--- config.mk ---
export PLATFORM = sky130hd
export DESIGN_NAME = dmem_arbiter_flat
export DESIGN_NICKNAME = d
export VERILOG_FILES = /design/src/rtl/dmem_arbiter_if.sv /design/src/rtl/dmem_arbiter.sv /design/src/flat_wrapper.sv
export SDC_FILE = /design/constraint.sdc
export NUM_CORES = 1
export LEC_CHECK = 0
export ABC_CLOCK_PERIOD_IN_PS = 2400
export CAP_MARGIN = 20
export CORE_MARGIN = 5
export CORE_UTILIZATION = 43
export DETAILED_ROUTE_END_ITERATION = 6
export HOLD_SLACK_MARGIN = 0.1
export PLACE_DENSITY_LB_ADDON = 0.05
export SKIP_LAST_GASP = 1
export SYNTH_ARGS = -nofsm -noshare
export SYNTH_HDL_FRONTEND = slang
export SYNTH_SLANG_ARGS = --single-unit
export TNS_END_PERCENT = 10
--- constraint.sdc ---
create_clock -name clk -period 2.4 [get_ports clk]
set_input_delay 0.6 -clock clk [delete_from_list [all_inputs] [get_ports clk]]
set_output_delay 0.6 -clock clk [all_outputs]
set_load 0.05 [all_outputs]
--- src/rtl/dmem_arbiter_if.sv ---
// Requester, data-memory and status signals of the two-port data-memory arbiter.
// slave: the arbiter's view; master: the requesters plus memory side.
interface dmem_arbiter_if #(
   parameter int ADDR_W = 32,
   parameter int DATA_W = 32
);
   logic              p0_req;
   logic              p0_we;
   logic [ADDR_W-1:0] p0_addr;
   logic [DATA_W-1:0] p0_wdata;
   logic              p0_gnt;
   logic              p0_rvalid;
   logic [DATA_W-1:0] p0_rdata;

   logic              p1_req;
   logic              p1_we;
   logic [ADDR_W-1:0] p1_addr;
   logic [DATA_W-1:0] p1_wdata;
   logic              p1_gnt;
   logic              p1_rvalid;
   logic [DATA_W-1:0] p1_rdata;

   logic [ADDR_W-1:0] mem_address;
   logic [DATA_W-1:0] mem_write_data;
   logic              mem_MemWrite;
   logic              mem_MemRead;
   logic [DATA_W-1:0] mem_data_out;

   logic              stall_m;
   logic [15:0]       conflict_cnt;

   modport slave (
      input  p0_req, p0_we, p0_addr, p0_wdata,
      output p0_gnt, p0_rvalid, p0_rdata,
      input  p1_req, p1_we, p1_addr, p1_wdata,
      output p1_gnt, p1_rvalid, p1_rdata,
      output mem_address, mem_write_data, mem_MemWrite, mem_MemRead,
      input  mem_data_out,
      output stall_m, conflict_cnt
   );

   modport master (
      output p0_req, p0_we, p0_addr, p0_wdata,
      input  p0_gnt, p0_rvalid, p0_rdata,
      output p1_req, p1_we, p1_addr, p1_wdata,
      input  p1_gnt, p1_rvalid, p1_rdata,
      input  mem_address, mem_write_data, mem_MemWrite, mem_MemRead,
      output mem_data_out,
      input  stall_m, conflict_cnt
   );
endinterface

--- src/rtl/dmem_arbiter.sv ---
// Two-port data-memory arbiter: combinational grant in IDLE, one memory cycle, rvalid two cycles after grant;
// losers hold req (MEM stage sees stall_m). DMEM_ARB_PERF_CNT_EN adds a saturating contention counter.
module dmem_arbiter #(
   parameter int ADDR_W       = 32,
   parameter int DATA_W       = 32,
   parameter int STARVE_LIMIT = 4
) (
   input  logic          clk,
   input  logic          rst,
   dmem_arbiter_if.slave bus
);
   typedef enum logic {IDLE, ACCESS} stateT;

   localparam logic [3:0] STARVE_MAX = 4'(STARVE_LIMIT);

   stateT             state;
   stateT             stateNext;
   logic              p0Win;
   logic              p1Win;
   logic              p0Gnt;
   logic              p1Gnt;
   logic              memWr;
   logic              memRd;

   logic              ownerQ;
   logic              weQ;
   logic [ADDR_W-1:0] addrQ;
   logic [DATA_W-1:0] wdataQ;
   logic [3:0]        starveCnt;

   logic              p0RvalidQ;
   logic              p1RvalidQ;
   logic [DATA_W-1:0] p0RdataQ;
   logic [DATA_W-1:0] p1RdataQ;

   always_ff @(posedge clk or negedge rst) begin
      if (!rst) begin
         state <= IDLE;
      end else begin
         state <= stateNext;
      end
   end

   // Port 1 only pre-empts a live port-0 request once it has been starved long enough.
   always_comb begin
      stateNext = state;
      p0Gnt     = 1'b0;
      p1Gnt     = 1'b0;
      memWr     = 1'b0;
      memRd     = 1'b0;
      p1Win     = bus.p1_req && (!bus.p0_req || (starveCnt == STARVE_MAX));
      p0Win     = bus.p0_req && !p1Win;
      case (state)
         IDLE: begin
            p0Gnt = p0Win;
            p1Gnt = p1Win;
            if (p0Win || p1Win) begin
               stateNext = ACCESS;
            end
         end
         ACCESS: begin
            memWr     = weQ;
            memRd     = !weQ;
            stateNext = IDLE;
         end
         default: begin
            stateNext = IDLE;
         end
      endcase
   end

   always_ff @(posedge clk or negedge rst) begin
      if (!rst) begin
         ownerQ <= 1'b0;
         weQ    <= 1'b0;
         addrQ  <= '0;
         wdataQ <= '0;
      end else if (p1Gnt) begin
         ownerQ <= 1'b1;
         weQ    <= bus.p1_we;
         addrQ  <= bus.p1_addr;
         wdataQ <= bus.p1_wdata;
      end else if (p0Gnt) begin
         ownerQ <= 1'b0;
         weQ    <= bus.p0_we;
         addrQ  <= bus.p0_addr;
         wdataQ <= bus.p0_wdata;
      end
   end

   // Completion is captured at the edge closing ACCESS; writes return zero data.
   always_ff @(posedge clk or negedge rst) begin
      if (!rst) begin
         p0RvalidQ <= 1'b0;
         p1RvalidQ <= 1'b0;
         p0RdataQ  <= '0;
         p1RdataQ  <= '0;
      end else begin
         p0RvalidQ <= (state == ACCESS) && !ownerQ;
         p1RvalidQ <= (state == ACCESS) && ownerQ;
         if (state == ACCESS) begin
            if (ownerQ) begin
               p1RdataQ <= weQ ? '0 : bus.mem_data_out;
            end else begin
               p0RdataQ <= weQ ? '0 : bus.mem_data_out;
            end
         end
      end
   end

   always_ff @(posedge clk or negedge rst) begin
      if (!rst) begin
         starveCnt <= 4'd0;
      end else if (p1Gnt) begin
         starveCnt <= 4'd0;
      end else if (p0Gnt && bus.p1_req && (starveCnt != STARVE_MAX)) begin
         starveCnt <= starveCnt + 4'd1;
      end
   end

`ifdef DMEM_ARB_PERF_CNT_EN
   logic [15:0] conflictCnt;

   always_ff @(posedge clk or negedge rst) begin
      if (!rst) begin
         conflictCnt <= 16'h0000;
      end else if ((state == IDLE) && bus.p0_req && bus.p1_req && (conflictCnt != 16'hFFFF)) begin
         conflictCnt <= conflictCnt + 16'd1;
      end
   end

   assign bus.conflict_cnt = conflictCnt;
`else
   assign bus.conflict_cnt = 16'h0000;
`endif

   assign bus.p0_gnt         = p0Gnt;
   assign bus.p1_gnt         = p1Gnt;
   assign bus.p0_rvalid      = p0RvalidQ;
   assign bus.p1_rvalid      = p1RvalidQ;
   assign bus.p0_rdata       = p0RdataQ;
   assign bus.p1_rdata       = p1RdataQ;
   assign bus.mem_address    = addrQ;
   assign bus.mem_write_data = wdataQ;
   assign bus.mem_MemWrite   = memWr;
   assign bus.mem_MemRead    = memRd;
   assign bus.stall_m        = bus.p0_req && !p0Gnt;
endmodule

--- src/flat_wrapper.sv ---
// flat-port wrapper written by rule: the top's interface ports become plain ports
module dmem_arbiter_flat 
#(
   parameter int ADDR_W       = 32,
   parameter int DATA_W       = 32,
   parameter int STARVE_LIMIT = 4
)
  (clk, rst, bus_p0_req, bus_p0_we, bus_p0_addr, bus_p0_wdata, bus_p0_gnt, bus_p0_rvalid, bus_p0_rdata, bus_p1_req, bus_p1_we, bus_p1_addr, bus_p1_wdata, bus_p1_gnt, bus_p1_rvalid, bus_p1_rdata, bus_mem_address, bus_mem_write_data, bus_mem_MemWrite, bus_mem_MemRead, bus_mem_data_out, bus_stall_m, bus_conflict_cnt);
  dmem_arbiter_if #(.ADDR_W(ADDR_W), .DATA_W(DATA_W)) bus_i ();
  input  logic clk;
  input  logic rst;
  input wire logic [$bits(bus_i.p0_req)-1:0] bus_p0_req;
  input wire logic [$bits(bus_i.p0_we)-1:0] bus_p0_we;
  input wire logic [$bits(bus_i.p0_addr)-1:0] bus_p0_addr;
  input wire logic [$bits(bus_i.p0_wdata)-1:0] bus_p0_wdata;
  output wire logic [$bits(bus_i.p0_gnt)-1:0] bus_p0_gnt;
  output wire logic [$bits(bus_i.p0_rvalid)-1:0] bus_p0_rvalid;
  output wire logic [$bits(bus_i.p0_rdata)-1:0] bus_p0_rdata;
  input wire logic [$bits(bus_i.p1_req)-1:0] bus_p1_req;
  input wire logic [$bits(bus_i.p1_we)-1:0] bus_p1_we;
  input wire logic [$bits(bus_i.p1_addr)-1:0] bus_p1_addr;
  input wire logic [$bits(bus_i.p1_wdata)-1:0] bus_p1_wdata;
  output wire logic [$bits(bus_i.p1_gnt)-1:0] bus_p1_gnt;
  output wire logic [$bits(bus_i.p1_rvalid)-1:0] bus_p1_rvalid;
  output wire logic [$bits(bus_i.p1_rdata)-1:0] bus_p1_rdata;
  output wire logic [$bits(bus_i.mem_address)-1:0] bus_mem_address;
  output wire logic [$bits(bus_i.mem_write_data)-1:0] bus_mem_write_data;
  output wire logic [$bits(bus_i.mem_MemWrite)-1:0] bus_mem_MemWrite;
  output wire logic [$bits(bus_i.mem_MemRead)-1:0] bus_mem_MemRead;
  input wire logic [$bits(bus_i.mem_data_out)-1:0] bus_mem_data_out;
  output wire logic [$bits(bus_i.stall_m)-1:0] bus_stall_m;
  output wire logic [$bits(bus_i.conflict_cnt)-1:0] bus_conflict_cnt;
  assign bus_i.p0_req = bus_p0_req;
  assign bus_i.p0_we = bus_p0_we;
  assign bus_i.p0_addr = bus_p0_addr;
  assign bus_i.p0_wdata = bus_p0_wdata;
  assign bus_p0_gnt = bus_i.p0_gnt;
  assign bus_p0_rvalid = bus_i.p0_rvalid;
  assign bus_p0_rdata = bus_i.p0_rdata;
  assign bus_i.p1_req = bus_p1_req;
  assign bus_i.p1_we = bus_p1_we;
  assign bus_i.p1_addr = bus_p1_addr;
  assign bus_i.p1_wdata = bus_p1_wdata;
  assign bus_p1_gnt = bus_i.p1_gnt;
  assign bus_p1_rvalid = bus_i.p1_rvalid;
  assign bus_p1_rdata = bus_i.p1_rdata;
  assign bus_mem_address = bus_i.mem_address;
  assign bus_mem_write_data = bus_i.mem_write_data;
  assign bus_mem_MemWrite = bus_i.mem_MemWrite;
  assign bus_mem_MemRead = bus_i.mem_MemRead;
  assign bus_i.mem_data_out = bus_mem_data_out;
  assign bus_stall_m = bus_i.stall_m;
  assign bus_conflict_cnt = bus_i.conflict_cnt;
  dmem_arbiter #(.ADDR_W(ADDR_W), .DATA_W(DATA_W), .STARVE_LIMIT(STARVE_LIMIT)) u_core (.clk(clk), .rst(rst), .bus(bus_i));
endmodule
# Word level (Yosys, flattened, before mapping)
# Index checks and enable logic that the tools add are counted.
totals:
  regBits: 137
  output_inout_bits: 151
  in_bits: 166
  elab_cells: 50
classes:
  addsub: 1
  muxes: 17
  bitwise: 2
  reduce_logical: 18
  eq_ne: 2
op_table:
  columns: ["cell", "count"]
  rows:
  - ["$mux W32", 5]
  - ["$mux W1", 9]
  - ["$mux W4", 2]
  - ["$logic_and A1 B1 Y1", 7]
  - ["$logic_not A1 Y1", 5]
  - ["$add A4 B1 Y4 const B", 1]
  - ["$eq A4 B3 Y1 const B", 1]
  - ["$ne A4 B3 Y1 const B", 1]
  - ["$reduce_and A2 Y1", 2]
  - ["$reduce_bool A2 Y1", 2]
  - ["$logic_or A1 B1 Y1", 2]
  - ["$not A1 Y1", 2]
  - ["$pmux W1 S2", 1]

# Logic depth before layout (Yosys ltp)
depth:
  word_depth: 10
  ltp_mapped: 7
  ltp_nobuf: 5

# Worst setup path before layout
# No wires, ideal clock.
synth_path:
  path_type: "in2out"
  from: "in bus_p0_req"
  to: "out bus_stall_m"
  stages: 5
  path_buffers: 2
  t_required_ns: 1.800
  slack_ns: -0.985
  t_arrival_ns: 2.785
  path_cell_list: "buf_2 -> buf_2 -> inv_2 -> a211oi_1 -> nor2_1"
synth_between:
  elab_chain_cells: 8
synth_rtl:
  columns: ["element", "line", "text"]
  rows:
  - ["from (decl)", "flat_wrapper.sv:12", "input wire logic [$bits(bus_i.p0_req)-1:0] bus_p0_req;"]
  - ["$logic_not A1 Y1", "dmem_arbiter.sv:51", "p1Win = bus.p1_req && (!bus.p0_req || (starveCnt == STARVE_MAX));"]
  - ["$logic_or A1 B1 Y1", "dmem_arbiter.sv:51", null]
  - ["$logic_and A1 B1 Y1", "dmem_arbiter.sv:51", null]
  - ["$logic_not A1 Y1", "dmem_arbiter.sv:52", "p0Win = bus.p0_req && !p1Win;"]
  - ["$logic_and A1 B1 Y1 *", "dmem_arbiter.sv:52", null]
  - ["$mux W1 *", "dmem_arbiter.sv:53", "case (state)"]
  - ["named net bus_p0_gnt", "flat_wrapper.sv:16", "output wire logic [$bits(bus_i.p0_gnt)-1:0] bus_p0_gnt;"]
  - ["$logic_not A1 Y1 *", "dmem_arbiter.sv:147", "assign bus.stall_m = bus.p0_req && !p0Gnt;"]
  - ["$logic_and A1 B1 Y1 *", "dmem_arbiter.sv:147", null]
  - ["to (decl)", "flat_wrapper.sv:31", "output wire logic [$bits(bus_i.stall_m)-1:0] bus_stall_m;"]
# Mark *: on every way through the listed nets, which the timed path passes. The rest lies on a longest branch.

# Worst setup path in the final report
layout_path:
  from: "reg u_core.starveCnt[0]"
  to: "out bus_stall_m"
layout_between:
  elab_chain_cells: 8
layout_rtl:
  columns: ["element", "line", "text"]
  rows:
  - ["from (decl)", "dmem_arbiter.sv:29", "logic [3:0] starveCnt;"]
  - ["from (signal assigned)", "dmem_arbiter.sv:117", "starveCnt <= starveCnt + 4'd1;"]
  - ["$eq A4 B3 Y1", "dmem_arbiter.sv:51", null]
  - ["$logic_or A1 B1 Y1", "dmem_arbiter.sv:51", null]
  - ["$logic_and A1 B1 Y1", "dmem_arbiter.sv:51", null]
  - ["$logic_not A1 Y1", "dmem_arbiter.sv:52", null]
  - ["$logic_and A1 B1 Y1", "dmem_arbiter.sv:52", null]
  - ["$mux W1", "dmem_arbiter.sv:53", null]
  - ["$logic_not A1 Y1", "dmem_arbiter.sv:147", null]
  - ["$logic_and A1 B1 Y1", "dmem_arbiter.sv:147", null]
# No other way between the ends.

==> metrics <==
status=completed; syn avg cell area=11.5 µm²; Initial DRC Count=about 430; Setup Viol. Count Final=0; Fin Setup TNS=0 ps; Comb pwr share=45.5%; Final Hold Slack=around 480 ps; DRC=0; Row Count=43; fill count=between 900 and 1000; DRT antenna net count=0; Sink Count=about 140; reg2reg path depth=7; Clock power frac=24.0%; # IOs=317; routed len/inst=roughly 21 µm; layout cell share with drive strength beyond 1=8.96%; Power Total=between 10 and 15 mW; Max clock buf depth=2; Die Span X=roughly 130 µm; Max-slew headroom=just over 50%; sequential area share after synthesis=55.3%; max-cap viol count=0; Crit Path Category=reg -> out; Cells after Synth=540; switching pwr=roughly 4.6 mW; post-synthesis register bit count=between 100 and 150; hpwl dp=15.1 mm; fin. max-slew vios=0; Final Hold Vio Count=0; gp weighted congestion=slightly above 0.8; Total Routing Usage GR=about a quarter; worst path required time=between 1500 and 2000 ps; Lkg Pwr=roughly 4.1 nW; initial antenna violation count=0; final wirelength=between 20 and 25 mm; I/O Buffers=300; area of the multi-input gates=around 2400 µm²; Sw Share=a little over two fifths; Reg power frac=around 31%; DRT Pass-1 Iters=4; Setup WS post-layout=33.6 ps; Reg area=approximately 3400 µm²; synth warn=0; synthesized area=~6200 µm²; Antenna Cells=0; Tmin final=2370 ps; Initial Utilization=between 40 and 50%; Min-Delay Path Class=reg -> reg; CP Launch Type=register; full die area=about 17000 µm²; FMAX=roughly 420 MHz; Final Cycle Share=98.6%; Core Box Area=14000 µm²; global-route wire length before repair=between 30 and 40 mm; Worst setup EP type=output port; CTS buffer count=17; worst slack, placed=slightly above 90 ps; PD cells=between 1000 and 1500 nW/µm²; vias=around 5600; clock transition at the registers of the reported paths=60 ps; R2R setup slack=roughly 400 ps; WP data arrival=1770 ps; Final Util=a little under three quarters; post-synth cell types=29; worst flop-to-flop path endpoint=u_core.bus.mem_write_data[10]; total grt overflow=0; Final Skew=approximately 17 ps; Die H=about 130 µm; worst r2r src=u_core.starveCnt[1]; htree depth=4; Worst VDD drop=~0.60 mV; Clock Latency Late Sink=approximately 420 ps; TritonCTS clock tree=done; root cell of the clock tree=clkbuf_16; Hold Path Sink=u_core.bus.p0_rdata[16]; CP max FO=2; Internal Power=about 6.2 mW; Area Overhead vs Synth=60.8%; pin count of the biggest net entering global routing=52; Hold Path Stages=2; RSZ-0062 raised after global routing=true; via-per-instance ratio=roughly 5.6; Hold Crit Start=u_core.bus.p0_rdata[16]; Least-Margin Pin Slew=between 700 and 800 ps; vias in the first global route=between 5000 and 6000; Final #Nets=about 990
## placed cells by master, fill, tap and decap left out, types with 2 or more instances in the layout
| cell type | instances |
|---|---|
| a221o_1 | 65 |
| nand2b_1 | 35 |
| clkinv_4 | 2 |
| clkinvlp_4 | 3 |
| nand2_1 | 65 |
| inv_1 | 5 |
| clkdlybuf4s50_1 | 293 |
| dfrtp_1 | 137 |
| nand3_1 | 2 |
| o2111a_1 | 65 |
| inv_2 | 4 |
| buf_12 | 6 |
| clkinv_2 | 2 |
| conb_1 | 16 |
| bufinv_16 | 2 |
| buf_4 | 24 |
| o21ai_0 | 18 |
| inv_6 | 4 |
| clkbuf_16 | 17 |
| clkbuf_1 | 2 |
| o21ai_1 | 48 |
## worst max path at each step
stage | cells after the start | to | startpoint | slack [ps]
after floorplan | 5 | bus_stall_m | bus_p0_req | 20
after global placement | 4 | bus_p1_gnt | bus_p1_req | 80
after detailed placement | 4 | bus_p1_gnt | bus_p1_req | 90
after CTS | 6 | bus_stall_m | u_core.starveCnt[0] | 9
after global routing | 6 | bus_stall_m | u_core.starveCnt[0] | -40
final | 6 | bus_stall_m | u_core.starveCnt[0] | 30
## metal layers
metal	share of wire [%]	up-vias	global-route usage, %
met2	50	260	40.5
li1	-	2600	-
met4	2.4	0	9.78
met5	0	-	0
met1	39	2755	30.1
met3	8.0	33	6.79
## worst max-delay path, cell delays in order (launching register included)
cell and delay [ps]:
dfrtp_1 350, inv_1 50, ha_2 200, and3b_2 230, a211oi_4 320, nor2_4 60
buf_12 150
## flip-flops by register name, indices dropped and copies added (netlist names)
name	flops
u_core.bus.p0_rvalid	1
u_core.starveCnt	4
u_core.bus.p0_rdata	32
u_core.bus.p1_rvalid	1
u_core.bus.mem_write_data	32
u_core.bus.p1_rdata	32
u_core.bus.mem_address	32
u_core.weQ	1
u_core.ownerQ	1
u_core.state	1
## cells in the mapped netlist (all sizes together)
cell type | n | area [µm²]
dfrtp | 137 | 3430
o21ai | 67 | 335
nand2 | 66 | 248
a221o | 65 | 651
o2111a | 65 | 732
buf | 38 | 255
clkbuf | 38 | 143
nand2b | 36 | 225
inv | 9 | 33.8
ha | 2 | 25.0
nand3 | 2 | 10.0
nor2 | 2 | 7.51
a211oi | 1 | 7.51
a21o | 1 | 7.51
a21oi | 1 | 8.76
a31oi | 1 | 6.26
and2 | 1 | 6.26
and3b | 1 | 8.76
conb | 1 | 3.75
nand3b | 1 | 20.0
nand4 | 1 | 6.26
nor2b | 1 | 6.26
o22ai | 1 | 6.26
o2bb2ai | 1 | 8.76
o31ai | 1 | 7.51
## logic make-up (layout without fill, tap and decap cells)
| family | after synthesis | in the layout | synth area share (%) |
|---|---|---|---|
| DFF | 137 | 137 | 55.3 |
| and+or+nand+nor | 111 | 111 | 8.68 |
| other | 1 | 16 | 0.0605 |
| AOI/OAI and AO/OA | 204 | 204 | 28.6 |
| adders and majority gates | 2 | 2 | 0.404 |
| buffers and inverters | 85 | 367 | 6.97 |
## power by group through the flow
stage / Sequential, mW / Clock (mW) / Combinational (mW)
2_1_floorplan: 5.32 / 0 / 0.988
3_3_place_gp: 3.29 / 0 / 4.83
3_5_place_dp: 3.30 / 0 / 4.89
4_1_cts: 3.27 / 2.63 / 4.92
5_1_grt: 3.35 / 2.72 / 5.11
6_report: 3.27 / 2.57 / 4.89
## stage by stage
stage,instance area [µm²],instances
finish,9970,1017
global placement,9350,981
global route,9970,1017
CTS,9970,1017
detailed placement,9350,981
floorplan,6270,555
## layout make-up
class,instances,area share (%)
sequential,137,34.4
multi-input combinational,333,24.5
timing repair buffer,326,32.7
clock inverter,13,1.46
tap,180,2.26
inverter,9,0.339
clock buffer,19,4.34
## repair_timing
item,4_1_cts,5_1_grt
setup buffers,3,0
endpoints found under the hold margin,7,0
gates resized for setup,2,0
hold buffers,1,0
gates cloned,0,0
pin swaps,3,0
setup endpoints to repair,3,3
(Power assumes the default switching activity.)
